**src/rtl/fft_pkg.sv**
```systemverilog
// ============================================================================
// Module      : fft_pkg
// Description : Shared constants, sample/frame types and index helpers for
//               the 8-point FFT datapath.
// Revision    : 1.0 - initial release
// ============================================================================
`default_nettype none

package fft_pkg;

    localparam int FFT_N     = 8;
    localparam int FFT_W     = 8;
    localparam int FFT_LOG2N = 3;

    typedef struct packed {
        logic [FFT_W-1:0] re;
        logic [FFT_W-1:0] im;
    } cplx_t;

    typedef logic [FFT_N-1:0][FFT_W-1:0] frame_t;

    function automatic logic [FFT_LOG2N-1:0] bitrev3(input logic [FFT_LOG2N-1:0] k);
        return {k[0], k[1], k[2]};
    endfunction

endpackage

`default_nettype wire

```
**src/rtl/fft_frame_bank.sv**
```systemverilog
// ============================================================================
// Module      : fft_frame_bank
// Description : One frame buffer: single-slot write, same-cycle zero fill of
//               a slot mask on close, and whole-bank clear.
// Revision    : 1.0 - initial release
// ============================================================================
`default_nettype none

module fft_frame_bank #(
    parameter int N  = 8,
    parameter int W  = 8,
    parameter int IW = $clog2(N)
) (
    input  logic                  clk,
    input  logic                  rst,
    input  logic                  clear,
    input  logic                  wr_en,
    input  logic [IW-1:0]         wr_slot,
    input  logic [W-1:0]          wr_real,
    input  logic [W-1:0]          wr_imag,
    input  logic [N-1:0]          fill_mask,
    input  logic                  close,
    input  logic                  short_in,
    output logic [N-1:0][W-1:0]   frame_real,
    output logic [N-1:0][W-1:0]   frame_imag,
    output logic                  frame_short
);

    logic [N-1:0][W-1:0] r_real;
    logic [N-1:0][W-1:0] r_imag;
    logic                r_short;

    always_ff @(posedge clk or posedge rst) begin
        if (rst) begin
            r_real  <= '0;
            r_imag  <= '0;
            r_short <= 1'b0;
        end else if (clear) begin
            r_real  <= '0;
            r_imag  <= '0;
            r_short <= 1'b0;
        end else begin
            for (int k = 0; k < N; k++) begin
                if (wr_en && (wr_slot == IW'(k))) begin
                    r_real[k] <= wr_real;
                    r_imag[k] <= wr_imag;
                end else if (fill_mask[k]) begin
                    r_real[k] <= '0;
                    r_imag[k] <= '0;
                end
            end
            if (close) begin
                r_short <= short_in;
            end
        end
    end

    assign frame_real  = r_real;
    assign frame_imag  = r_imag;
    assign frame_short = r_short;

endmodule

`default_nettype wire

```
**src/rtl/fft_frame_loader.sv**
```systemverilog
// ============================================================================
// Module      : fft_frame_loader
// Description : Ping-pong frame assembler feeding fft_8. Define
//               FFT_BITREV_LOAD_EN to load samples in bit-reversed slot order.
// Revision    : 1.0 - initial release
// ============================================================================
`default_nettype none

module fft_frame_loader
    import fft_pkg::*;
#(
    parameter int N = FFT_N,
    parameter int W = FFT_W
) (
    input  logic                  clk,
    input  logic                  rst,
    input  logic                  in_valid,
    output logic                  in_ready,
    input  logic [W-1:0]          in_real,
    input  logic [W-1:0]          in_imag,
    input  logic                  in_last,
    output logic                  frame_valid,
    input  logic                  frame_ready,
    output logic [N-1:0][W-1:0]   out_real,
    output logic [N-1:0][W-1:0]   out_imag,
    output logic                  frame_short
);

    localparam int            IW       = $clog2(N);
    localparam logic [IW-1:0] LAST_IDX = IW'(N - 1);

    logic [1:0]    r_full;
    logic          r_wr_bank;
    logic          r_rd_bank;
    logic [IW-1:0] r_wr_idx;

    logic                w_accept;
    logic                w_consume;
    logic                w_close;
    logic                w_short;
    logic [IW-1:0]       w_slot;
    logic [N-1:0]        w_fill_mask;
    logic [1:0]          w_full_next;
    logic [N-1:0][W-1:0] w_bank_real  [2];
    logic [N-1:0][W-1:0] w_bank_imag  [2];
    logic [1:0]          w_bank_short;

    function automatic logic [IW-1:0] slot_of(input logic [IW-1:0] idx);
`ifdef FFT_BITREV_LOAD_EN
        return bitrev3(idx);
`else
        return idx;
`endif
    endfunction

    assign w_accept  = in_valid && in_ready;
    assign w_consume = frame_valid && frame_ready;
    assign w_close   = w_accept && ((r_wr_idx == LAST_IDX) || in_last);
    assign w_short   = in_last && (r_wr_idx != LAST_IDX);
    assign w_slot    = slot_of(r_wr_idx);

    // Slots belonging to arrival indices not yet received get zeroed on close.
    always_comb begin
        w_fill_mask = '0;
        for (int k = 0; k < N; k++) begin
            if (IW'(k) > r_wr_idx) begin
                w_fill_mask[slot_of(IW'(k))] = 1'b1;
            end
        end
    end

    always_comb begin
        w_full_next = r_full;
        for (int b = 0; b < 2; b++) begin
            if (w_close && (r_wr_bank == 1'(b))) begin
                w_full_next[b] = 1'b1;
            end
            if (w_consume && (r_rd_bank == 1'(b))) begin
                w_full_next[b] = 1'b0;
            end
        end
    end

    always_ff @(posedge clk or posedge rst) begin
        if (rst) begin
            r_full    <= '0;
            r_wr_bank <= 1'b0;
            r_rd_bank <= 1'b0;
            r_wr_idx  <= '0;
        end else begin
            r_full <= w_full_next;
            if (w_accept) begin
                r_wr_idx <= w_close ? '0 : r_wr_idx + 1'b1;
            end
            if (w_close) begin
                r_wr_bank <= ~r_wr_bank;
            end
            if (w_consume) begin
                r_rd_bank <= ~r_rd_bank;
            end
        end
    end

    for (genvar b = 0; b < 2; b++) begin : g_bank
        logic w_sel_wr;
        assign w_sel_wr = (r_wr_bank == 1'(b));

        fft_frame_bank #(
            .N (N),
            .W (W)
        ) u_bank (
            .clk         (clk),
            .rst         (rst),
            .clear       (w_consume && (r_rd_bank == 1'(b))),
            .wr_en       (w_accept && w_sel_wr),
            .wr_slot     (w_slot),
            .wr_real     (in_real),
            .wr_imag     (in_imag),
            .fill_mask   ((w_close && w_sel_wr) ? w_fill_mask : '0),
            .close       (w_close && w_sel_wr),
            .short_in    (w_short),
            .frame_real  (w_bank_real[b]),
            .frame_imag  (w_bank_imag[b]),
            .frame_short (w_bank_short[b])
        );
    end

    assign in_ready    = ~r_full[r_wr_bank];
    assign frame_valid = r_full[r_rd_bank];
    assign out_real    = w_bank_real[r_rd_bank];
    assign out_imag    = w_bank_imag[r_rd_bank];
    assign frame_short = w_bank_short[r_rd_bank];

endmodule

`default_nettype wire

```
**config.mk**
```make
export PLATFORM = sky130hd
export DESIGN_NAME = fft_frame_loader
export DESIGN_NICKNAME = d
export VERILOG_FILES = /design/src/rtl/fft_pkg.sv /design/src/rtl/fft_frame_bank.sv /design/src/rtl/fft_frame_loader.sv
export SDC_FILE = /design/constraint.sdc
export NUM_CORES = 1
export LEC_CHECK = 0
export CAP_MARGIN = 30
export CORE_ASPECT_RATIO = 0.5
export CORE_UTILIZATION = 45
export CTS_CLUSTER_SIZE = 14
export DETAILED_ROUTE_END_ITERATION = 6
export DONT_BUFFER_PORTS = 1
export GPL_ROUTABILITY_DRIVEN = 0
export MAX_ROUTING_LAYER = met4
export REMOVE_ABC_BUFFERS = 1
export SETUP_SLACK_MARGIN = 0.15
export SLEW_MARGIN = 20
export SYNTH_ARGS = -nofsm -noshare
export SYNTH_HDL_FRONTEND = slang
export SYNTH_SLANG_ARGS = --single-unit
```
**constraint.sdc**
```tcl
create_clock -name clk -period 19 [get_ports clk]
set_clock_uncertainty 0.2 [all_clocks]
set_input_delay 3.8 -clock clk [delete_from_list [all_inputs] [get_ports clk]]
set_output_delay 3.8 -clock clk [all_outputs]
set_load 0.03 [all_outputs]
```
; ---- After elaboration in Yosys (flattened, before gate mapping)
; Index checks and enable logic that the tools add are counted.
[word_totals]
regBits = 265
input_bits = 21
wordCells = 192
[classes]
n_addsub = 1
order_cmp = 11
n_eq_ne = 8
mux = 83
bitwise_logic = 4
reduce_logical = 46
[ops]
columns = op, n
row1 = 64-bit two-way mux, 10
row2 = 8-bit two-way mux, 50
row3 = 3-bit nonzero test, 16
row4 = 1-bit logical AND, 26
row5 = 1-bit two-way mux, 22
row6 = 3-bit equality test (second input constant), 4
row7 = 3-bit > comparator (first input constant), 4
row8 = 3-bit by 2-bit equality test with 1-bit output (second input constant), 2
row9 = 1-bit by 3-bit > comparator with 1-bit output (first input constant), 2
row10 = 2-bit by 3-bit > comparator with 1-bit output (first input constant), 2
row11 = 1-bit by 2-bit less-than comparator with 1-bit output (second input constant), 2
row12 = 2-bit nonzero test, 2
row13 = 3-bit by 1-bit adder with 3-bit output (second input constant), 1
row14 = 3-bit by 1-bit equality test with 1-bit output (second input constant), 1
row15 = 3-bit zero test, 1
row16 = 3-bit two-way mux, 1
row17 = 3-bit inequality test (second input constant), 1
row18 = 1-bit NOT, 3
row19 = 2-bit >= comparator (second input constant), 1
row20 = 1-bit NOT with 2-bit output, 1
row21 = 1-bit logical OR, 1

; ---- Depth between registers and ports, before layout
; Gate-level depths: netlist (run 1).
[logic_depth]
depth_word = 10
depth_mapped = 11
mapped_depth_nobuf = 5

; ---- By module
; Synthesis (run 1) repeated with hierarchy kept, for this count alone.
[hier_totals]
hier_cells = 1143
area_unflattened_um2 = 14452.6
[by_module_without_submodules]
columns = mod, instances, cells_each, area_per_inst_um2, seq_area_each_um2
row1 = fft_frame_bank, 2, 467, 6177.2, 3228.1
row2 = fft_frame_loader, 1, 209, 2098.3, 175.2

; ---- Worst setup path after synthesis (run 1)
; OpenSTA, ideal clock, no wires.
[synth_path]
path_type = reg2out
start = reg r_rd_bank
end = out out_imag[45] (netlist bit)
t_arrival_ps = 1576
required_time_ps = 15000
setup_slack_ps = 13424
stages_incl_launch_ff = 5
path_buffers = 3
cell_sequence = dfrtp_1 clkbuf_1 clkbuf_1 clkbuf_1 mux2_2
[synth_lines]
columns = element, line
row1 = from (decl), fft_frame_loader.sv:34  ; logic r_rd_bank;
row2 = from (signal assigned), fft_frame_loader.sv:99  ; r_rd_bank <= ~r_rd_bank;
row3 = to (decl), fft_frame_loader.sv:25  ; output logic [N-1:0][W-1:0] out_imag,

==> results.sh, run 1 <==
export IMPL_wl_per_cell_um=26.18
export IMPL_whs_path_depth=1
export IMPL_worstPathArrival_ps=3070
export IMPL_die_area_um2=31010
export IMPL_ios=152
export IMPL_ant_nets=0
export IMPL_yosys_top_cells_area="dfrtp_1 (49%), mux2_2 (11%), a41o_1 (9.4%), and3_1 (4.5%), a21oi_1 (3.6%)"
export IMPL_grt_max_degree=109
export IMPL_clk_latency_ps=540
export IMPL_min_period_ps=7073
export IMPL_htree_num_levels=1
export IMPL_whs_ps=312.6
export IMPL_min_to="g_bank[1].u_bank.frame_imag[34]$_DFFE_PP0P_"
export IMPL_cts_tree="built"
export IMPL_die_x_um=248.0
export IMPL_first_pass_iters=7
export IMPL_antenna_found_initial=2
export IMPL_p_total_mw=2.095
export IMPL_pwr_share_seq=0.383
export IMPL_p_sw_frac=0.4066
export IMPL_die_h_um=125.0
export IMPL_syn_mean_instance_area_um2=10.30
export IMPL_nNetsFinal=1234
export IMPL_cts_sinks=265
export IMPL_r2r_start="r_rd_bank$_DFFE_PP0N_"
export IMPL_drc=0
export IMPL_rsz0062_at_grt="false"
export IMPL_peakVddDrop_v=0.00008170
export IMPL_crit_path_end_kind="primary output"
export IMPL_power_density_nw_per_um2=142.9
export IMPL_ctsResizeCount=0
export IMPL_cp_max_fo=71
export IMPL_ys_ff_latch=265
export IMPL_ys_warn_count=0
export IMPL_post_cts_setup_buffers=0
export IMPL_p_leak_nw=7.790
export IMPL_grt_ovfl_total=0
export IMPL_via_count=10710
export IMPL_clock_fmax_mhz=141.4
export IMPL_slew_violations=0
export IMPL_hold_viol=0
export IMPL_num_rows=44
export IMPL_slowest_delay_ps=1050
export IMPL_regToRegEndpoint="g_bank[1].u_bank.frame_imag[16]$_DFFE_PP0P_"
export IMPL_synth_seq_area_share=0.4869
export IMPL_post_place_cells=1568
export IMPL_grt_pass1_vias=10510
export IMPL_postLayoutCoreUtil=0.4988
export IMPL_core_area_um2=29400
export IMPL_antenna_cells=0
export IMPL_clock_root_buffer="clkbuf_16"
export IMPL_worst_slack_ps=11930
export IMPL_dp_slack_ps=12530
export IMPL_async_flop_share=1.000
export IMPL_reg2reg_depth=4
export IMPL_synthFlopType="dfrtp_1"
export IMPL_status="complete, no violations"
export IMPL_power_switching_mw=0.8518
export IMPL_required_ps=15000
export IMPL_slew_headroom=0.3575
export IMPL_synth_area_um2=13620
export IMPL_post_dp_hpwl_um=24910
export IMPL_numCtsBuffers=26
export IMPL_clock_path_buffers=3
export IMPL_hp_start="g_bank[1].u_bank.frame_imag[34]$_DFFE_PP0P_"
export IMPL_crit_chain="buf_4, mux2_2"
export IMPL_reg2reg_setup_slack_ps=14940
export IMPL_n_fill_cell=2631
export IMPL_worst_pin_slew_ps=963.8
export IMPL_clk_pin_slew_ps=60
export IMPL_via_per_inst=6.615
export IMPL_netlist_instances=1322
export IMPL_synth_area_leader_cell="dfrtp_1"
export IMPL_drive_above_1_share=0.1792
export IMPL_setup_violations=0
export IMPL_path_class="reg -> out"
export IMPL_power_frac_comb=0.356
export IMPL_slowest_stage="dfrtp_4"
export IMPL_min_period_over_period=0.3723
export IMPL_synth_edf_count=0
export IMPL_p_clk_frac=0.261
export IMPL_max_cap_violations=0
export IMPL_cts_hold_buf=0
export IMPL_hold_class="reg -> reg"
export IMPL_stdcell_area_um2=14660
export IMPL_fin_cells=1619
export IMPL_drtIter0Drc=1030
export IMPL_start_util=0.4633
export IMPL_port_buffers=0
export IMPL_grt_usage=0.2802
export IMPL_p_int_mw=1.243
export IMPL_synthDominantCellAreaShare=0.4869
export IMPL_yosysUniqueCellTypes=45
export IMPL_grt_pass1_wl_um=65450
export IMPL_routed_wl_um=42380
export IMPL_setup_worst_path_start_class="flip-flop"
export IMPL_finalSetupTns_ps=0
export IMPL_syn_to_final_growth_pct=7.661
export IMPL_dpl_cell_area_um2=13710
power groups by stage:
stage | combinational [mW] | clock [mW] | sequential [mW]
floorplan | 0.548 | 0 | 0.785
finish | 0.746 | 0.547 | 0.802
CTS | 0.738 | 0.556 | 0.799
global route | 0.797 | 0.580 | 0.816
global placement | 0.713 | 0 | 0.806
detailed placement | 0.735 | 0 | 0.809
critical path, delay by kind of cell (launching register included):
kind                   cells  cell delay (ps)
buffers and inverters      1              810
flip-flops                 1             1050
multiplexers               1              510
kinds of logic (layout without fill, tap and decap cells):
family          after synthesis  after routing  synth area share
mux                         134            134            0.1105
flops                       265            265            0.4869
fa+ha+maj                     4              4          0.003675
buf+inv                     190             96           0.05723
compound gates              363            363            0.1949
simple gates                365            365            0.1462
xor+xnor                      1              1         0.0006431
synth_stat cells (3+ instances only):
master and instances:
clkbuf_1 128, nand2_1 108, mux2i_1 3, and3_1 98, and3b_1 22, inv_1 19
nand3b_1 3, a21oi_1 98, o31ai_1 65, a41o_1 128, nor3_1 28, mux2_2 131
nor4bb_1 3, ha_1 4, nand4_1 4, o21ai_0 65, nor4_1 6, and2_1 4
dfrtp_1 265, nand3_1 70, nor2_1 4, buf_2 35, buf_1 4
registers in the layout, indices dropped and copies added (netlist names):
name and count:
r_full 2, g_bank.u_bank.frame_imag 128, r_rd_bank 1, g_bank.u_bank.frame_real 128, r_wr_idx 3, g_bank.u_bank.frame_short 2, g_bank.w_sel_wr 1
worst max-delay path by stage:
stage / slack [ps] / startpoint / depth (start not counted) / endpoint
global route: 11820 / r_rd_bank$_DFFE_PP0N_ / 2 / out_imag[10]
finish: 11930 / r_rd_bank$_DFFE_PP0N_ / 2 / out_real[24]
global placement: 12590 / r_rd_bank$_DFFE_PP0N_ / 2 / out_imag[10]
floorplan: 7700 / rst / 1 / g_bank[0].u_bank.frame_imag[0]$_DFFE_PP0P_
detailed placement: 12530 / r_rd_bank$_DFFE_PP0N_ / 2 / out_real[8]
CTS: 11950 / r_rd_bank$_DFFE_PP0N_ / 2 / out_real[8]
layer usage:
metal | part of all wire | wire length (µm) | up-vias | GRT usage
met5 | 0 | 0 | - | -
met4 | 0.028 | 1201 | 0 | 0.08084
met3 | 0.060 | 2561 | 77 | 0.03542
met2 | 0.46 | 19630 | 410 | 0.4162
met1 | 0.45 | 18990 | 5513 | 0.4013
li1 | - | - | 4709 | -
cell usage in the layout, fill, tap and decap left out, types with 6 or more instances in the layout:
cell type,instances
o21ai_0,65
and3b_1,21
clkbuf_16,27
nand2_1,108
and3_1,98
o31ai_1,65
nand3_1,69
nor3_1,27
inv_1,18
buf_4,23
a41o_1,128
mux2_2,131
clkbuf_1,6
nor4_1,6
dfrtp_1,264
a21oi_1,98
area by class of cell:
| cell class | instances | area (µm²) | share of cell area |
|---|---|---|---|
| sequential | 265 | 6635 | 0.4525 |
| multi-input combinational | 867 | 6280 | 0.4282 |
| clock buffer | 37 | 763.2 | 0.05205 |
| tap | 391 | 489.2 | 0.03336 |
| timing repair buffer | 30 | 284.0 | 0.01937 |
| clock inverter | 10 | 133.9 | 0.009130 |
| inverter | 19 | 78.83 | 0.005375 |
Note: power is estimated with default switching activity, not from simulation.
==> run 2, diff against run 1 <==
- clock period: 19 -> 7 ns (I/O delays scaled with it)
==> run 2 against run 1 <==
  * Final area grew 0.41%
  * Non-clock buffer count grew 1
  * Core utilization grew 0.20 points
  * Clock power grew to 2.8 times the previous value
  * Total power grew to 2.7 times the previous value
  * Critical path depth grew 1
  * Wire length shrank 0.56%
  * Die area is the same
  * Combinational power grew to 2.8 times the previous value
  * Via count grew 0.69%
  * Critical path type unchanged
  * Largest power group unchanged
==> results.sh, run 2 (synthesis results as in run 1) <==
export IMPL_clk_latency_ps=540
export IMPL_ant_nets=0
export IMPL_cp_top_family="buffers and inverters"
export IMPL_via_count=10780
export IMPL_power_density_nw_per_um2=389.3
export IMPL_cts_sinks=265
export IMPL_slowest_stage="dfrtp_4"
export IMPL_mostFrequentLayoutCell="dfrtp_1"
export IMPL_grt_pass1_wl_um=64980
export IMPL_max_cap_violations=0
export IMPL_slowest_delay_ps=810
export IMPL_stdcell_area_um2=14720
export IMPL_most_common_layout_cells="dfrtp_1 (264), mux2_2 (131), a41o_1 (128), nand2_1 (108)"
export IMPL_nNetsFinal=1235
export IMPL_status="complete, no violations"
export IMPL_clock_fmax_mhz=223.6
export IMPL_min_period_ps=4473
export IMPL_slew_headroom=0.4309
export IMPL_clock_path_buffers=3
export IMPL_min_period_over_period=0.6389
export IMPL_setup_worst_path_start_class="flip-flop"
export IMPL_first_pass_iters=6
export IMPL_setup_violations=0
export IMPL_p_total_mw=5.733
export IMPL_port_buffers=0
export IMPL_core_area_um2=29400
export IMPL_routed_wl_um=42150
export IMPL_numCtsBuffers=26
export IMPL_antenna_cells=0
export IMPL_htree_num_levels=1
export IMPL_post_place_cells=1569
export IMPL_cts_hold_buf=0
export IMPL_hold_class="reg -> reg"
export IMPL_start_util=0.4633
export IMPL_post_dp_hpwl_um=24180
export IMPL_drtIter0Drc=1093
export IMPL_fin_cells=1621
export IMPL_postLayoutCoreUtil=0.5009
export IMPL_crit_chain="buf_16, buf_4, mux2_2"
export IMPL_via_per_inst=6.652
export IMPL_cp_max_fo=52
export IMPL_hold_viol=0
export IMPL_p_leak_nw=7.814
export IMPL_syn_to_final_growth_pct=8.102
export IMPL_required_ps=5400
export IMPL_ios=152
export IMPL_die_area_um2=31010
export IMPL_die_x_um=248.0
export IMPL_worst_slack_ps=2527
export IMPL_rsz0062_at_grt="false"
export IMPL_clk_pin_slew_ps=70
export IMPL_worstPathArrival_ps=2870
export IMPL_drc=0
export IMPL_antenna_found_initial=1
export IMPL_ctsResizeCount=0
export IMPL_peakVddDrop_v=0.0002066
export IMPL_grt_ovfl_total=0
export IMPL_dp_slack_ps=3120
export IMPL_crit_path_end_kind="primary output"
export IMPL_slew_violations=0
export IMPL_num_rows=44
export IMPL_dpl_cell_area_um2=13720
export IMPL_clock_root_buffer="clkbuf_16"
export IMPL_wl_per_cell_um=26.00
export IMPL_path_buf_inv=2
export IMPL_path_class="reg -> out"
export IMPL_drive_above_1_share=0.1780
export IMPL_post_cts_setup_buffers=0
export IMPL_cts_tree="built"
export IMPL_grt_usage=0.2786
export IMPL_grt_max_degree=131
export IMPL_worst_pin_slew_ps=829.9
export IMPL_die_h_um=125.0
export IMPL_grt_pass1_vias=10210
## run 2: cell types whose count changed in the layout (fill, tap and decap cells not counted)
| cell | delta |
|---|---|
| buf_16 | +2 |
| buf_4 | +1 |
| buf_8 | -1 |
| clkbuf_1 | +2 |
| clkbuf_4 | -1 |
| clkbuf_8 | +3 |
| clkinv_2 | -3 |
| inv_8 | -1 |
| nor2b_1 | +1 |
| nor2b_2 | -1 |
## run 2: metrics by stage
stage	TNS (ps)	hold WS (ps)
after global routing	0	330.4
after CTS	0	316.1
final	0	310.9
after floorplan	-502680	282.6
after global placement	0	292.1
after detailed placement	0	300.7
## run 2: layout make-up
| type | instances | area [µm²] |
|---|---|---|
| fillers | 2621 | 14670 |
| clock buffers | 42 | 812.0 |
| inverters | 19 | 78.83 |
| clock inverters | 6 | 107.6 |
| well taps | 391 | 489.2 |
| multi-input cells | 867 | 6277 |
| repair buffers | 31 | 324.1 |
| flip-flops and latches | 265 | 6635 |
## run 2: worst paths after layout
kind                                                            start                                          end  slack (ps)  depth (start not counted)
max                                             r_rd_bank$_DFFE_PP0N_                                 out_real[38]        2530                          3
min                        g_bank[1].u_bank.frame_imag[2]$_DFFE_PP0P_   g_bank[1].u_bank.frame_imag[2]$_DFFE_PP0P_         310                          1
max reg2reg                                   r_wr_idx[2]$_DFFE_PP0N_  g_bank[1].u_bank.frame_real[17]$_DFFE_PP0P_        3600                          4
min reg2reg                g_bank[1].u_bank.frame_imag[2]$_DFFE_PP0P_   g_bank[1].u_bank.frame_imag[2]$_DFFE_PP0P_         310                          1
max in group asynchronous                                         rst  g_bank[1].u_bank.frame_real[45]$_DFFE_PP0P_        4470                          3
min in group asynchronous                                         rst   g_bank[1].u_bank.frame_real[2]$_DFFE_PP0P_         440                          1
## run 2: worst reg2reg max path, stage by stage, from the launching register on
cell and delay (ps):
dfrtp_1 840, ha_1 500, or2_0 510, nand3_1 740
a41o_1 490
## run 2: layer usage
| metal | wire length (µm) | global-route usage | vias up |
|---|---|---|---|
| met5 | 0 | - | - |
| met3 | 2929 | 0.04380 | 73 |
| met1 | 19130 | 0.4080 | 5557 |
| met2 | 18980 | 0.3980 | 442 |
| met4 | 1103 | 0.07651 | 0 |
| li1 | - | - | 4711 |
## run 2: power by group
group,switching (mW),internal [mW]
sequential,0.287,1.84
combinational,1.42,0.673
clock,0.611,0.902
==> patch (settings of run 1) <==
The option `FFT_BITREV_LOAD_EN` is turned on by a define.
--- a/src/rtl/fft_frame_loader.sv
+++ b/src/rtl/fft_frame_loader.sv
@@ -5,6 +5,8 @@
 // Revision    : 1.0 - initial release
 // ============================================================================
 `default_nettype none
+
+`define FFT_BITREV_LOAD_EN
 
 module fft_frame_loader
     import fft_pkg::*;
Formal check against the unedited RTL: not equivalent (a bounded check fails within 4 cycles, from zero or initial values and one cycle with rst high).
==> patch against run 1 <==
  * Worst setup slack better by 0.30 ns
  * Non-clock buffer count shrank 5
  * First-iteration DRC count rose by 8.2%
  * Sequential power is 0.6% higher
  * Total power is 1.6% lower
  * Die area is 2.8% lower
  * Cell area down 2.9%
  * Global-route usage increased by 0.24 points
  * Wire length decreased by 1.9%
  * Count of clock-buffer cells in the layout is 2 higher
  * Critical path depth increased by 1
  * Critical endpoint is now out_real[25]
  * Sequential cell count stayed put
  * Critical path type unchanged
  * Area after synthesis down 2.8%
==> patch: results (changes against run 1) <==
| Metric | Value |
|---|---|
| Status | completed |
| Share of cells above drive strength 1 | 18.8% (+0.92 points) |
| Total global routing track utilization | 28.3% (+0.24 points) |
| Pre-antenna DRT Iters | 6 (-1) |
| Fillers | 2527 (-4.0%) |
| CTS resizes | 0 (unchanged) |
| H-tree depth | 1 (unchanged) |
| Post-synth top cells | dfrtp_1 (265), mux2_2 (131), clkbuf_1 (102) |
| Worst path arrival time | 2.78 ns (-0.29 ns) |
| # Post-CTS Setup Buffers | 0 (unchanged) |
| Largest cells by area after synthesis | dfrtp_1 (50%), mux2_2 (11%), a41o_1 (7.5%) |
| R2r setup slk | 15.48 ns (+0.54 ns) |
| Number of global-route vias before repair | 9951 (-5.3%) |
| Reg power frac | 39.2% (+0.9 points) |
| Sw Pwr | 855 uW (+0.38%) |
| Met3 wire len | 3190 um (+25%) |
| Compound-Gate Fraction of Synth Area | 19.9% (+0.37 points) |
| Hold path endpoint | g_bank[1].u_bank.frame_imag[15] |
| Total Wirelength | 41600 um (-1.9%) |
| Clk power | 528 uW (-3%) |
| Initial antenna violation count | 1 (-1) |
| Clk root buf | clkbuf_16 |
| Mux cell area share after synthesis | 11.3% (+0.24 points) |
| Hold Slack | 0.313 ns (+0.000458 ns) |
| CTS clk-pin slew, worst paths | approximately 0.070 ns |
| Routed length on met1 | 17800 um (-6.3%) |
| R2r worst-path depth | 6 (+2) |
| Max FO, Critical Path | 68 (-4.2%) |
| Max VDD drop | 0.0830 mV (+1.6%) |
| Clk Latency, worst-skew pair | 0.54 ns (about the same) |
| Register area share after synthesis | 50.1% (+1.4 points) |
| Routed wl met2 | 19300 um (-1.8%) |
| Worst hold path startpoint | g_bank[1].u_bank.frame_imag[15] |
| First-pass GRT wire length | 62700 um (-4.2%) |
| Largest net degree at the start of global routing | 119 (+9.2%) |
| Xor/xnor share of the synthesized area | 0% (-0.064 points) |
| Cell variety after synth | 48 (+6.7%) |
| ANT cells | 0 (unchanged) |
| Final #Nets | 1143 (-7.4%) |
| Leakage Power | 7.38 nW (-5.2%) |
| Least-Margin Pin Slew | 1.05 ns (+0.0842 ns) |
| Vias per cell | 6.86 (+3.7%) |
| Starting DRC count in detailed routing | 1114 (+8.2%) |
| FF-to-FF End | g_bank[0].u_bank.frame_real[27] |
| Max incr delay on CP | 0.88 ns (-0.17 ns) |
| Post-DP HPWL | 24500 um (-1.6%) |
| Post-Synth Adder-Cell Area | 0.378% (+0.011 points) |
## patch: kinds of logic after synthesis
kind of cell / after synthesis
simple gates: 333
mux: 133
buf+inv: 155
fa+ha+maj: 4
compound gates: 325
flops: 265
## patch: layout make-up
| cell class | count | area (um2) | share of cell area, % |
|---|---|---|---|
| Sequential cell | 265 | 6640 | 46.6 |
| Inverter | 5 | 26.3 | 0.185 |
| Clock inverter | 7 | 63.8 | 0.448 |
| Tap cell | 382 | 478 | 3.36 |
| Timing Repair Buffer | 25 | 244 | 1.71 |
| Multi-Input combinational cell | 795 | 5990 | 42.1 |
| Clock buffer | 39 | 801 | 5.63 |
## patch: how the worst max path moves through the flow
stage              start                              to  slack (ns)  depth (start not counted)
2_1_floorplan        rst  g_bank[0].u_bank.frame_imag[0]        7.70                          1
3_3_place_gp   r_rd_bank                    out_imag[29]       12.65                          2
3_5_place_dp   r_rd_bank                    out_real[25]       12.78                          3
4_1_cts        r_rd_bank                    out_real[25]       12.20                          3
5_1_grt        r_rd_bank                    out_real[15]       12.11                          3
6_report       r_rd_bank                    out_real[25]       12.22                          3
## patch: metal layers
metal	up-vias	track usage (%)
li1	4451	-
met1	5401	38.6
met2	462	43.0
met3	95	5.21
met4	0	8.98
met5	-	-
## patch: per-stage QoR
| stage | power (mW) | cells | setup WS, ns | area, um2 | utilization (%) |
|---|---|---|---|---|---|
| floorplan | 1.32 | 1065 | 7.70 | 12600 | - |
| global placement | 1.50 | 1464 | 12.65 | 13300 | 46.8 |
| detailed placement | 1.53 | 1469 | 12.78 | 13300 | 47.0 |
| CTS | 2.06 | 1515 | 12.20 | 14200 | 50.1 |
| global route | 2.15 | 1518 | 12.11 | 14200 | 50.3 |
| finish | 2.06 | 1518 | 12.22 | 14200 | 50.3 |
